File: src/rtl/morse_pkg.sv
// Shared definitions for the Morse letter sequencer: letter codes, the
// pattern/length ROM and the controller state encoding.
package morse_pkg;

   localparam int PATTERN_W = 14;

   localparam logic [2:0] LTR_S = 3'd0;
   localparam logic [2:0] LTR_T = 3'd1;
   localparam logic [2:0] LTR_U = 3'd2;
   localparam logic [2:0] LTR_V = 3'd3;
   localparam logic [2:0] LTR_W = 3'd4;
   localparam logic [2:0] LTR_X = 3'd5;
   localparam logic [2:0] LTR_Y = 3'd6;
   localparam logic [2:0] LTR_Z = 3'd7;

   typedef enum logic [2:0] {
      ST_IDLE = 3'd0,
      ST_LOAD = 3'd1,
      ST_PLAY = 3'd2,
      ST_GAP  = 3'd3,
      ST_DONE = 3'd4
   } state_t;

   // Unit pattern, MSB first, left-justified so the first unit sits in bit 13.
   function automatic logic [PATTERN_W-1:0] pattern_of(input logic [2:0] letter);
      logic [PATTERN_W-1:0] pat;
      case (letter)
         LTR_S:   pat = 14'b10101000000000;
         LTR_T:   pat = 14'b11100000000000;
         LTR_U:   pat = 14'b10101110000000;
         LTR_V:   pat = 14'b10101011100000;
         LTR_W:   pat = 14'b10111011100000;
         LTR_X:   pat = 14'b11101010111000;
         LTR_Y:   pat = 14'b11101011101110;
         LTR_Z:   pat = 14'b11101110101000;
         default: pat = 14'b00000000000000;
      endcase
      return pat;
   endfunction

   // Number of units in each letter's pattern.
   function automatic logic [3:0] length_of(input logic [2:0] letter);
      logic [3:0] len;
      case (letter)
         LTR_S:   len = 4'd5;
         LTR_T:   len = 4'd3;
         LTR_U:   len = 4'd7;
         LTR_V:   len = 4'd9;
         LTR_W:   len = 4'd9;
         LTR_X:   len = 4'd11;
         LTR_Y:   len = 4'd13;
         LTR_Z:   len = 4'd11;
         default: len = 4'd0;
      endcase
      return len;
   endfunction

endpackage

File: src/rtl/morse_fifo.sv
// Letter queue: DEPTH x 3-bit FIFO with flush and registered full/empty.
// A push into a full queue is taken only when a pop happens the same cycle.
module morse_fifo
   import morse_pkg::*;
#(
   parameter int DEPTH = 8
) (
   input  logic       i_clock,
   input  logic       i_reset,
   input  logic       i_push,
   input  logic [2:0] i_data,
   input  logic       i_pop,
   input  logic       i_flush,
   output logic [2:0] o_data,
   output logic       o_full,
   output logic       o_empty
);

   localparam int AW = (DEPTH > 1) ? $clog2(DEPTH) : 1;
   localparam int CW = AW + 1;

   logic [2:0]    r_mem [0:DEPTH-1];
   logic [AW-1:0] r_wr_ptr;
   logic [AW-1:0] r_rd_ptr;
   logic [CW-1:0] r_count;
   logic [CW-1:0] w_count_nxt;
   logic          r_full;
   logic          r_empty;
   logic          w_pop_ok;
   logic          w_push_ok;

   assign w_pop_ok  = i_pop & ~r_empty;
   assign w_push_ok = i_push & (~r_full | w_pop_ok);
   assign o_data    = r_mem[r_rd_ptr];
   assign o_full    = r_full;
   assign o_empty   = r_empty;

   // Occupancy after this cycle's push/pop/flush.
   always_comb begin
      w_count_nxt = r_count;
      if (i_flush) begin
         w_count_nxt = {CW{1'b0}};
      end else begin
         case ({w_push_ok, w_pop_ok})
            2'b10:   w_count_nxt = r_count + CW'(1);
            2'b01:   w_count_nxt = r_count - CW'(1);
            default: w_count_nxt = r_count;
         endcase
      end
   end

   // Pointers, occupancy and status flags.
   always_ff @(posedge i_clock) begin
      if (i_reset) begin
         r_wr_ptr <= {AW{1'b0}};
         r_rd_ptr <= {AW{1'b0}};
         r_count  <= {CW{1'b0}};
         r_full   <= 1'b0;
         r_empty  <= 1'b1;
      end else begin
         if (i_flush) begin
            r_wr_ptr <= {AW{1'b0}};
            r_rd_ptr <= {AW{1'b0}};
         end else begin
            if (w_push_ok) r_wr_ptr <= r_wr_ptr + AW'(1);
            if (w_pop_ok)  r_rd_ptr <= r_rd_ptr + AW'(1);
         end
         r_count <= w_count_nxt;
         r_full  <= (w_count_nxt == CW'(DEPTH));
         r_empty <= (w_count_nxt == {CW{1'b0}});
      end
   end

   // Storage array; contents need no reset because the pointers define validity.
   always_ff @(posedge i_clock) begin
      if (w_push_ok && !i_flush) r_mem[r_wr_ptr] <= i_data;
   end

endmodule

File: src/rtl/morse_sequencer.sv
// Message-level Morse controller: plays queued letters one unit per prescaler
// tick, inserts a fixed zero gap after each letter and pulses done at the end.
module morse_sequencer
   import morse_pkg::*;
#(
   parameter int TICK_DIV  = 25_000_000,
   parameter int DEPTH     = 8,
   parameter int GAP_UNITS = 3
) (
   input  logic       i_clock,
   input  logic       i_reset,
   input  logic       i_wr_en,
   input  logic [2:0] i_wr_letter,
   input  logic       i_start,
   input  logic       i_abort,
   output logic       o_full,
   output logic       o_empty,
   output logic       o_busy,
   output logic       o_done,
   output logic       o_out
);

   localparam int PW = $clog2(TICK_DIV);
   localparam int GW = $clog2(GAP_UNITS + 1);
   localparam logic [PW-1:0] PRESC_RELOAD = PW'(TICK_DIV - 1);
   localparam logic [GW-1:0] GAP_LOAD     = GW'(GAP_UNITS);

   state_t                 r_state, w_state_nxt;
   logic [PATTERN_W-1:0]   r_sreg, w_sreg_nxt;
   logic [3:0]             r_bitcnt, w_bitcnt_nxt;
   logic [GW-1:0]          r_gapcnt, w_gapcnt_nxt;
   logic [PW-1:0]          r_presc, w_presc_nxt;
   logic                   w_tick;
   logic                   w_pop;
   logic                   w_flush;
   logic                   w_push;
   logic                   w_fifo_empty;
   logic [2:0]             w_head;
   logic                   r_out, r_busy, r_done;

   // A push coinciding with abort is discarded along with the queue.
   assign w_push = i_wr_en & ~i_abort;
   assign w_tick = (r_presc == {PW{1'b0}});

   morse_fifo #(.DEPTH(DEPTH)) u_fifo (
      .i_clock (i_clock),
      .i_reset (i_reset),
      .i_push  (w_push),
      .i_data  (i_wr_letter),
      .i_pop   (w_pop),
      .i_flush (w_flush),
      .o_data  (w_head),
      .o_full  (o_full),
      .o_empty (w_fifo_empty)
   );

   assign o_empty = w_fifo_empty;
   assign o_busy  = r_busy;
   assign o_done  = r_done;
   assign o_out   = r_out;

   // Next-state, datapath updates and queue control; abort overrides all.
   always_comb begin
      w_state_nxt  = r_state;
      w_sreg_nxt   = r_sreg;
      w_bitcnt_nxt = r_bitcnt;
      w_gapcnt_nxt = r_gapcnt;
      w_pop        = 1'b0;
      w_flush      = 1'b0;
      if (w_tick) w_presc_nxt = PRESC_RELOAD;
      else        w_presc_nxt = r_presc - PW'(1);

      case (r_state)
         ST_IDLE: begin
            if (i_start && !w_fifo_empty) w_state_nxt = ST_LOAD;
            else                          w_state_nxt = ST_IDLE;
         end
         ST_LOAD: begin
            w_pop        = 1'b1;
            w_sreg_nxt   = pattern_of(w_head);
            w_bitcnt_nxt = length_of(w_head);
            w_presc_nxt  = PRESC_RELOAD;
            w_state_nxt  = ST_PLAY;
         end
         ST_PLAY: begin
            if (w_tick) begin
               w_sreg_nxt   = {r_sreg[PATTERN_W-2:0], 1'b0};
               w_bitcnt_nxt = r_bitcnt - 4'd1;
               if (r_bitcnt == 4'd1) begin
                  w_gapcnt_nxt = GAP_LOAD;
                  w_state_nxt  = ST_GAP;
               end else begin
                  w_state_nxt  = ST_PLAY;
               end
            end else begin
               w_state_nxt = ST_PLAY;
            end
         end
         ST_GAP: begin
            if (w_tick) begin
               w_gapcnt_nxt = r_gapcnt - GW'(1);
               if (r_gapcnt == GW'(1)) begin
                  if (w_fifo_empty) w_state_nxt = ST_DONE;
                  else              w_state_nxt = ST_LOAD;
               end else begin
                  w_state_nxt = ST_GAP;
               end
            end else begin
               w_state_nxt = ST_GAP;
            end
         end
         ST_DONE: w_state_nxt = ST_IDLE;
         default: w_state_nxt = ST_IDLE;
      endcase

      if (i_abort) begin
         w_state_nxt = ST_IDLE;
         w_pop       = 1'b0;
         w_flush     = 1'b1;
      end else begin
         w_flush     = 1'b0;
      end
   end

   // State, shift register and counters.
   always_ff @(posedge i_clock) begin
      if (i_reset) begin
         r_state  <= ST_IDLE;
         r_sreg   <= {PATTERN_W{1'b0}};
         r_bitcnt <= 4'd0;
         r_gapcnt <= {GW{1'b0}};
         r_presc  <= PRESC_RELOAD;
      end else begin
         r_state  <= w_state_nxt;
         r_sreg   <= w_sreg_nxt;
         r_bitcnt <= w_bitcnt_nxt;
         r_gapcnt <= w_gapcnt_nxt;
         r_presc  <= w_presc_nxt;
      end
   end

   // Outputs registered from the next state so they line up with the state.
   always_ff @(posedge i_clock) begin
      if (i_reset) begin
         r_out  <= 1'b0;
         r_busy <= 1'b0;
         r_done <= 1'b0;
      end else begin
         r_out  <= (w_state_nxt == ST_PLAY) && w_sreg_nxt[PATTERN_W-1];
         r_busy <= (w_state_nxt != ST_IDLE);
         r_done <= (w_state_nxt == ST_DONE);
      end
   end

endmodule

File: config.mk
export PLATFORM = sky130hd
export DESIGN_NAME = morse_sequencer
export DESIGN_NICKNAME = d
export VERILOG_FILES = /design/src/rtl/morse_pkg.sv /design/src/rtl/morse_fifo.sv /design/src/rtl/morse_sequencer.sv
export SDC_FILE = /design/constraint.sdc
export NUM_CORES = 1
export LEC_CHECK = 0
export ABC_AREA = 1
export CORE_ASPECT_RATIO = 0.7
export CORE_MARGIN = 2
export CORE_UTILIZATION = 55
export CTS_CLUSTER_SIZE = 25
export DETAILED_ROUTE_END_ITERATION = 6
export GPL_TIMING_DRIVEN = 0
export PLACE_DENSITY = 0.75
export SETUP_SLACK_MARGIN = 0.4
export SYNTH_ARGS = -nofsm -noshare
export SYNTH_HDL_FRONTEND = slang
export SYNTH_SLANG_ARGS = --single-unit
File: constraint.sdc
create_clock -name i_clock -period 2.5 [get_ports i_clock]
set_input_delay 0.75 -clock i_clock [delete_from_list [all_inputs] [get_ports i_clock]]
set_output_delay 0.75 -clock i_clock [all_outputs]
set_load 0.05 [all_outputs]
Word-level counts from Yosys, hierarchy flattened
Memories as Yosys holds them, arrays and structs flattened. A register that Yosys moved wholly into a read port is not among the register bits.
Cells that the tools add are included.
Word-level totals
  flip-flop bits (word level): 63
  input port bits: 8
  output and inout port bits: 5
  logic and storage cells: 84
  bits in read-only memories: 112
  memories kept: 3
  memory bits (writable): 24
Memory list
  (name not given): depth 8, width 11, rd ports 1, clocked after memory_dff 0, wr ports 0, RTL line morse_pkg.sv:27  | case (letter)
  (name not given): depth 8, width 3, rd ports 1, clocked after memory_dff 0, wr ports 0, RTL line morse_pkg.sv:44  | case (letter)
  u_fifo.r_mem: depth 8, width 3, rd ports 1, clocked after memory_dff 1, wr ports 1, RTL line morse_fifo.sv:22  | logic [2:0] r_mem [0:DEPTH-1];
Cells by class
  add/sub/neg operators: 7
  bitwise operators: 7
  mux-type cells: 25
  equality and inequality tests: 13
  reduce and logical (&&, ||, !) cells: 15
Operator list (count)
  case mux 14 bit (2 select lines): 1
  logical NOT 25 bit: 1
  subtractor 25 x 1 -> 25 bit (second input constant): 1
  two-way mux 3 bit: 7
  case mux 4 bit (2 select lines): 2
  two-way mux 14 bit: 1
  case mux 3 bit (4 select lines): 1
  == test 3 x 2 -> 1 bit (second input constant): 3
  two-way mux 4 bit: 2
  subtractor 4 x 1 -> 4 bit (second input constant): 2
  two-way mux 1 bit: 7
  adder 3 x 1 -> 3 bit (second input constant): 2
  two-way mux 2 bit: 3
  != test 2 bit (second input constant): 3
  adder 4 x 1 -> 4 bit (second input constant): 1
  == test 2 x 1 -> 1 bit (second input constant): 2
  == test 4 x 1 -> 1 bit (second input constant): 1
  == test 4 bit (second input constant): 1
  logical NOT 4 bit: 1
  case mux 2 bit (2 select lines): 1
  AND reduction 4 bit: 1
  nonzero test 2 bit: 2
  bitwise AND 1 bit: 3
  == test 3 x 1 -> 1 bit (second input constant): 1
  12 further kinds: 17

Logic depth before layout (Yosys ltp)
  depth after elaboration: 10
  gate-level depth with buffers: 18

By module
Synthesis repeated with hierarchy kept, for this count alone.
Second synthesis, totals
  cells, all modules: 554
  area total of the unflattened synthesis: 4304.1 µm²
Modules (own cells, without submodules)
  morse_sequencer: instances 1, area an instance 2553.7 µm², cells each 377, sequential area each 1001.0 µm²
  morse_fifo: instances 1, area an instance 1750.4 µm², cells each 177, sequential area each 1021.0 µm²

Worst setup path after synthesis
No wires, ideal clock.
  kind: input-to-reg
  from: input i_abort
  to: register u_fifo.r_empty (netlist: u_fifo.o_empty)
  cell stages on the path: 12
  setup slack: 87 ps
  data arrival time: 2333 ps
  required time: 2421 ps
  buffers on the path: 1
  path through: clkbuf_1 -> nor2_1 -> ha_1 -> nand2_1 -> inv_1 -> nor2_1 -> ha_1 -> a21oi_1 -> nor2_1 -> o21bai_1 -> nand3_1 -> a22oi_1
Between the ends
  longest elaborated chain between the ends: 8
  elaborated cells on any way between the ends: 12
  classes of those cells: eq/ne: 2; mux: 4; bitwise: 5; reduce/logical: 1
RTL lines
  start: declaration: RTL line morse_sequencer.sv:15  | input logic i_abort,
  two-way mux 1 bit (*): RTL line morse_sequencer.sv:116  | if (i_abort) begin
  bitwise AND 1 bit (*): RTL line morse_fifo.sv:32  | assign w_pop_ok = i_pop & ~r_empty;
  named net u_fifo.w_pop_ok: RTL line morse_fifo.sv:29  | logic w_pop_ok;
  OR 1 bit: RTL line morse_fifo.sv:33  | assign w_push_ok = i_push & (~r_full | w_pop_ok);
  bitwise AND 1 bit: RTL line morse_fifo.sv:33
  == test 2 x 1 -> 1 bit / == test 2 bit (equally long branches): RTL line morse_fifo.sv:44  | case ({w_push_ok, w_pop_ok})
  case mux 4 bit (2 select lines) (*): RTL line morse_fifo.sv:44
  two-way mux 4 bit (*): RTL line morse_fifo.sv:41  | if (i_flush) begin
  logical NOT 4 bit (*): RTL line morse_fifo.sv:70  | r_empty <= (w_count_nxt == {CW{1'b0}});
  end signal: assignment: RTL line morse_fifo.sv:70
  end: declaration: RTL line morse_fifo.sv:28  | logic r_empty;
The timed path passes the listed nets; every way through them passes the cells marked *.
A chain may end at the register's enable or synchronous reset.

Worst setup path after layout
  from: register r_state[1]
  to: register u_fifo.r_empty (netlist: u_fifo.o_empty)
Between the ends
  longest elaborated chain between the ends: 10
  elaborated cells on any way between the ends: 11
  classes of those cells: eq/ne: 3; mux: 4; bitwise: 3; reduce/logical: 1
RTL lines
  start: declaration: RTL line morse_sequencer.sv:28  | state_t r_state, w_state_nxt;
  start signal: assignment: RTL line morse_sequencer.sv:134  | r_state <= w_state_nxt;
  == test 3 x 1 -> 1 bit (*): RTL line morse_sequencer.sv:73  | case (r_state)
  two-way mux 1 bit (*): RTL line morse_sequencer.sv:73
  two-way mux 1 bit (*): RTL line morse_sequencer.sv:116
  bitwise AND 1 bit (*): RTL line morse_fifo.sv:32
  OR 1 bit: RTL line morse_fifo.sv:33
  bitwise AND 1 bit: RTL line morse_fifo.sv:33
  == test 2 x 1 -> 1 bit / == test 2 bit (equally long branches): RTL line morse_fifo.sv:44
  case mux 4 bit (2 select lines) (*): RTL line morse_fifo.sv:44
  two-way mux 4 bit (*): RTL line morse_fifo.sv:41
  logical NOT 4 bit (*): RTL line morse_fifo.sv:70
Every way passes the cells marked *; elsewhere a longest branch is shown, timed or not.

==> metrics.csv <==
metric,value,unit
PD cells,531.1,nW/µm²
initial core utilization,57.71,%
DP Worst Slack,-0.4205,ns
Final WS setup,0.08908,ns
Syn Inst Count,556,
Worst-Skew Late Latency,0.37,ns
final hold vios,0,
# H-tree levels,3,
Worst Hold Class,flip-flop to flip-flop,
Vias,3699,
cell taking the most area after synthesis,dfxtp_1,
most frequent cell after synthesis,nor2_1,
Post-Route WL,9784,µm
"slowest stage delay, CP",0.37,ns
sequential area share after synthesis,47.24,%
Synth top cells by count,"nor2_1 (105), nand2_1 (102), dfxtp_1 (65)",
Ports,13,
outcome,completed,
R2R Path Start,r_state[1],
WP data required,2.78,ns
first-pass GRT wire length,16190,µm
initial antenna violation count,0,
Rel. slew slack,64.18,%
Crit. path cell count,16,
Antenna diodes,0,
FMAX,414.8,MHz
GRT Resource Usage Total,24.76,%
Max-Cap Viols,0,
arrival time at the worst endpoint,2.70,ns
crit path cell chain,nor3_4 > nand2_2 > nand2_2 > nand2_2 > nor2_4 > inv_4 > ha_4 > nand2_2 > inv_2 > nor2_4 > ha_4 > nor2_2 > nor2_1 > o21ai_1 > nand3_1 > a22oi_1,
element type at the critical path end,flip-flop,
hold_sp,r_presc[0],
core area,7417,µm²
DR iter-0 viols,231,
Post-Route Skew,0.01435,ns
die height,77.81,µm
global route total overflow,0,
total power,2.670,mW
Max clock buf depth,2,
row count,26,
Pleak,2.163,nW
CTS Sinks,89,
Tcrit/Tclk final,96.44,%
Clock transition at path regs,0.09,ns
fill count,598,
RePlAce Congestion,0.9047,
Max Slew Vio Count,0,
Final HPWL DP,6939,µm
antenna-violating nets left,0,
r2r setup slk,0.09,ns
#FFs+latches synth,89,
post-layout util,67.78,%
Syn-to-layout area delta,17.45,%
IO buf count,10,
final critical-path required period,2.411,ns
peak supply drop,322.5,µV
syn nets,577,
layout cell share with drive strength beyond 1,17.17,%
vias in the first global route,3453,
Worst Reg-to-Reg Cells,16,
top-area cell type share of the netlist area,30.40,%
CTS tree,done,
setup violators final,0,
hold path cells,1,
"Buf+Inv Stages, Crit Path",2,
"Avg Cell Area, Syn",7.698,µm²
CP top delay family,simple AND/OR/NAND/NOR gates,
Post-synth EDFFs,24,
Num CTS Buffers,9,
wire per inst,14.02,µm
ys flop type,dfxtp_1,
die area,8516,µm²
Synth Warn #,0,
Clock Tree Root,clkbuf_8,
main area contributors after synthesis,"dfxtp_1 (30%), edfxtp_1 (17%), nor2_1 (9.2%)",
"Max FO, Critical Path",4,
RSZ-0062 raised after global routing,true,
synthesized area,4280,µm²
vias per inst,5.299,
Worst setup SP type,flip-flop,
cell mode on critical path,nand2_2,
largest net degree at the start of global routing,16,
worst-margin pin slew,0.5374,ns
DRC viols,0,
critical-path cell with the highest stage delay,dfxtp_4,
# hold bufs at CTS,0,
Die Wd,109.4,µm
fin nets,616,
reg2reg end,u_fifo.o_empty,
hold slack,0.4256,ns
Async SR Flop Fraction,0,%
Hold Path End,r_presc[0],
drt first pass iters,5,
Setup CP Type,flip-flop to flip-flop,
Yosys cell types,38,
==> cell families after synthesis <==
family | Yosys count | synth area share (%)
buffers and inverters | 81 | 7.366
AO/OA/AOI/OAI | 69 | 8.448
adder cells (fa/ha/maj) | 13 | 3.800
XOR/XNOR | 10 | 2.046
flip-flops | 89 | 47.24
AND/OR/NAND/NOR | 294 | 31.10
==> repair_timing <==
| item | CTS | global route |
|---|---|---|
| cloned | 0 | 0 |
| buffers inserted | 10 | 8 |
| resized for setup | 17 | 28 |
| hold endpoints to repair | 0 | 0 |
| setup endpoints to repair | 10 | 20 |
| pin swaps | 8 | 11 |
==> worst reg2reg max path, stage by stage, from the launching register on <==
cell	delay, ns
dfxtp_4	0.37
nor3_4	0.21
nand2_2	0.13
nand2_2	0.10
nand2_2	0.07
nor2_4	0.15
inv_4	0.07
ha_4	0.19
nand2_2	0.06
inv_2	0.05
nor2_4	0.15
ha_4	0.22
nor2_2	0.09
nor2_1	0.05
o21ai_1	0.11
nand3_1	0.15
a22oi_1	0.18
==> area by class of cell <==
| cell class | count | area [µm²] | share of cell area (%) |
|---|---|---|---|
| Multi-Input combinational cell | 386 | 2096 | 41.69 |
| Sequential cell | 89 | 2034 | 40.47 |
| Inverter | 71 | 271.5 | 5.401 |
| Timing Repair Buffer | 28 | 227.7 | 4.530 |
| Clock buffer | 12 | 145.1 | 2.887 |
| Tap cell | 98 | 122.6 | 2.439 |
| Buffer | 10 | 75.07 | 1.493 |
| Clock inverter | 4 | 55.05 | 1.095 |
==> registers in the layout, indices dropped and copies added (netlist names), 2 cells and up, named ones only <==
signal           count
u_fifo.r_wr_ptr      3
u_fifo.r_count       4
r_bitcnt             4
r_presc             25
u_fifo.r_mem        24
u_fifo.r_rd_ptr      3
r_sreg              13
r_state              3
r_gapcnt             2
==> where the power goes <==
group | leakage (nW) | total, mW | internal [mW] | switching [mW]
clock | 0.0968 | 1.00 | 0.494 | 0.507
combinational | 1.32 | 0.165 | 0.0626 | 0.103
sequential | 0.745 | 1.50 | 1.49 | 0.0130
total | 2.16 | 2.67 | 2.05 | 0.623
==> metal layers <==
metal,GRT usage [%],share of wire (%),up-vias
li1,-,-,1876
met1,34.65,47,1711
met2,36.42,44,95
met3,7.731,6.7,17
met4,7.848,1.5,0
met5,0,0,-
==> worst max path at each step <==
stage | from | to | slack, ns
6_report | r_state[1] | u_fifo.o_empty | 0.09
3_5_place_dp | i_wr_en | u_fifo.o_empty | -0.42
3_3_place_gp | i_wr_en | u_fifo.o_empty | -0.33
4_1_cts | u_fifo.o_empty | u_fifo.o_empty | 0.23
5_1_grt | r_state[1] | u_fifo.o_empty | -0.05
2_1_floorplan | i_abort | u_fifo.o_empty | 0.27
==> layout by cell type (no fill, tap or decap), types with 9 or more instances in the layout <==
cell type	count
nor2_1	95
nand2_1	94
dfxtp_1	61
inv_1	60
nand3_1	44
o21ai_0	28
edfxtp_1	24
a21oi_1	23
buf_4	19
nand2_2	14
nor2_4	10
nor3_1	10
clkbuf_8	10
inv_2	9
ha_1	9
==> stage by stage <==
| step | cell area (µm²) | TNS (ns) | instances |
|---|---|---|---|
| 2_1_floorplan | 4343 | 0 | 556 |
| 3_3_place_gp | 4566 | -0.8565 | 664 |
| 4_1_cts | 4890 | 0 | 690 |
| 6_report | 5027 | 0 | 698 |
| 5_1_grt | 5027 | -0.05213 | 698 |
| 3_5_place_dp | 4566 | -1.239 | 664 |
Power figures use the tool's default switching activity.
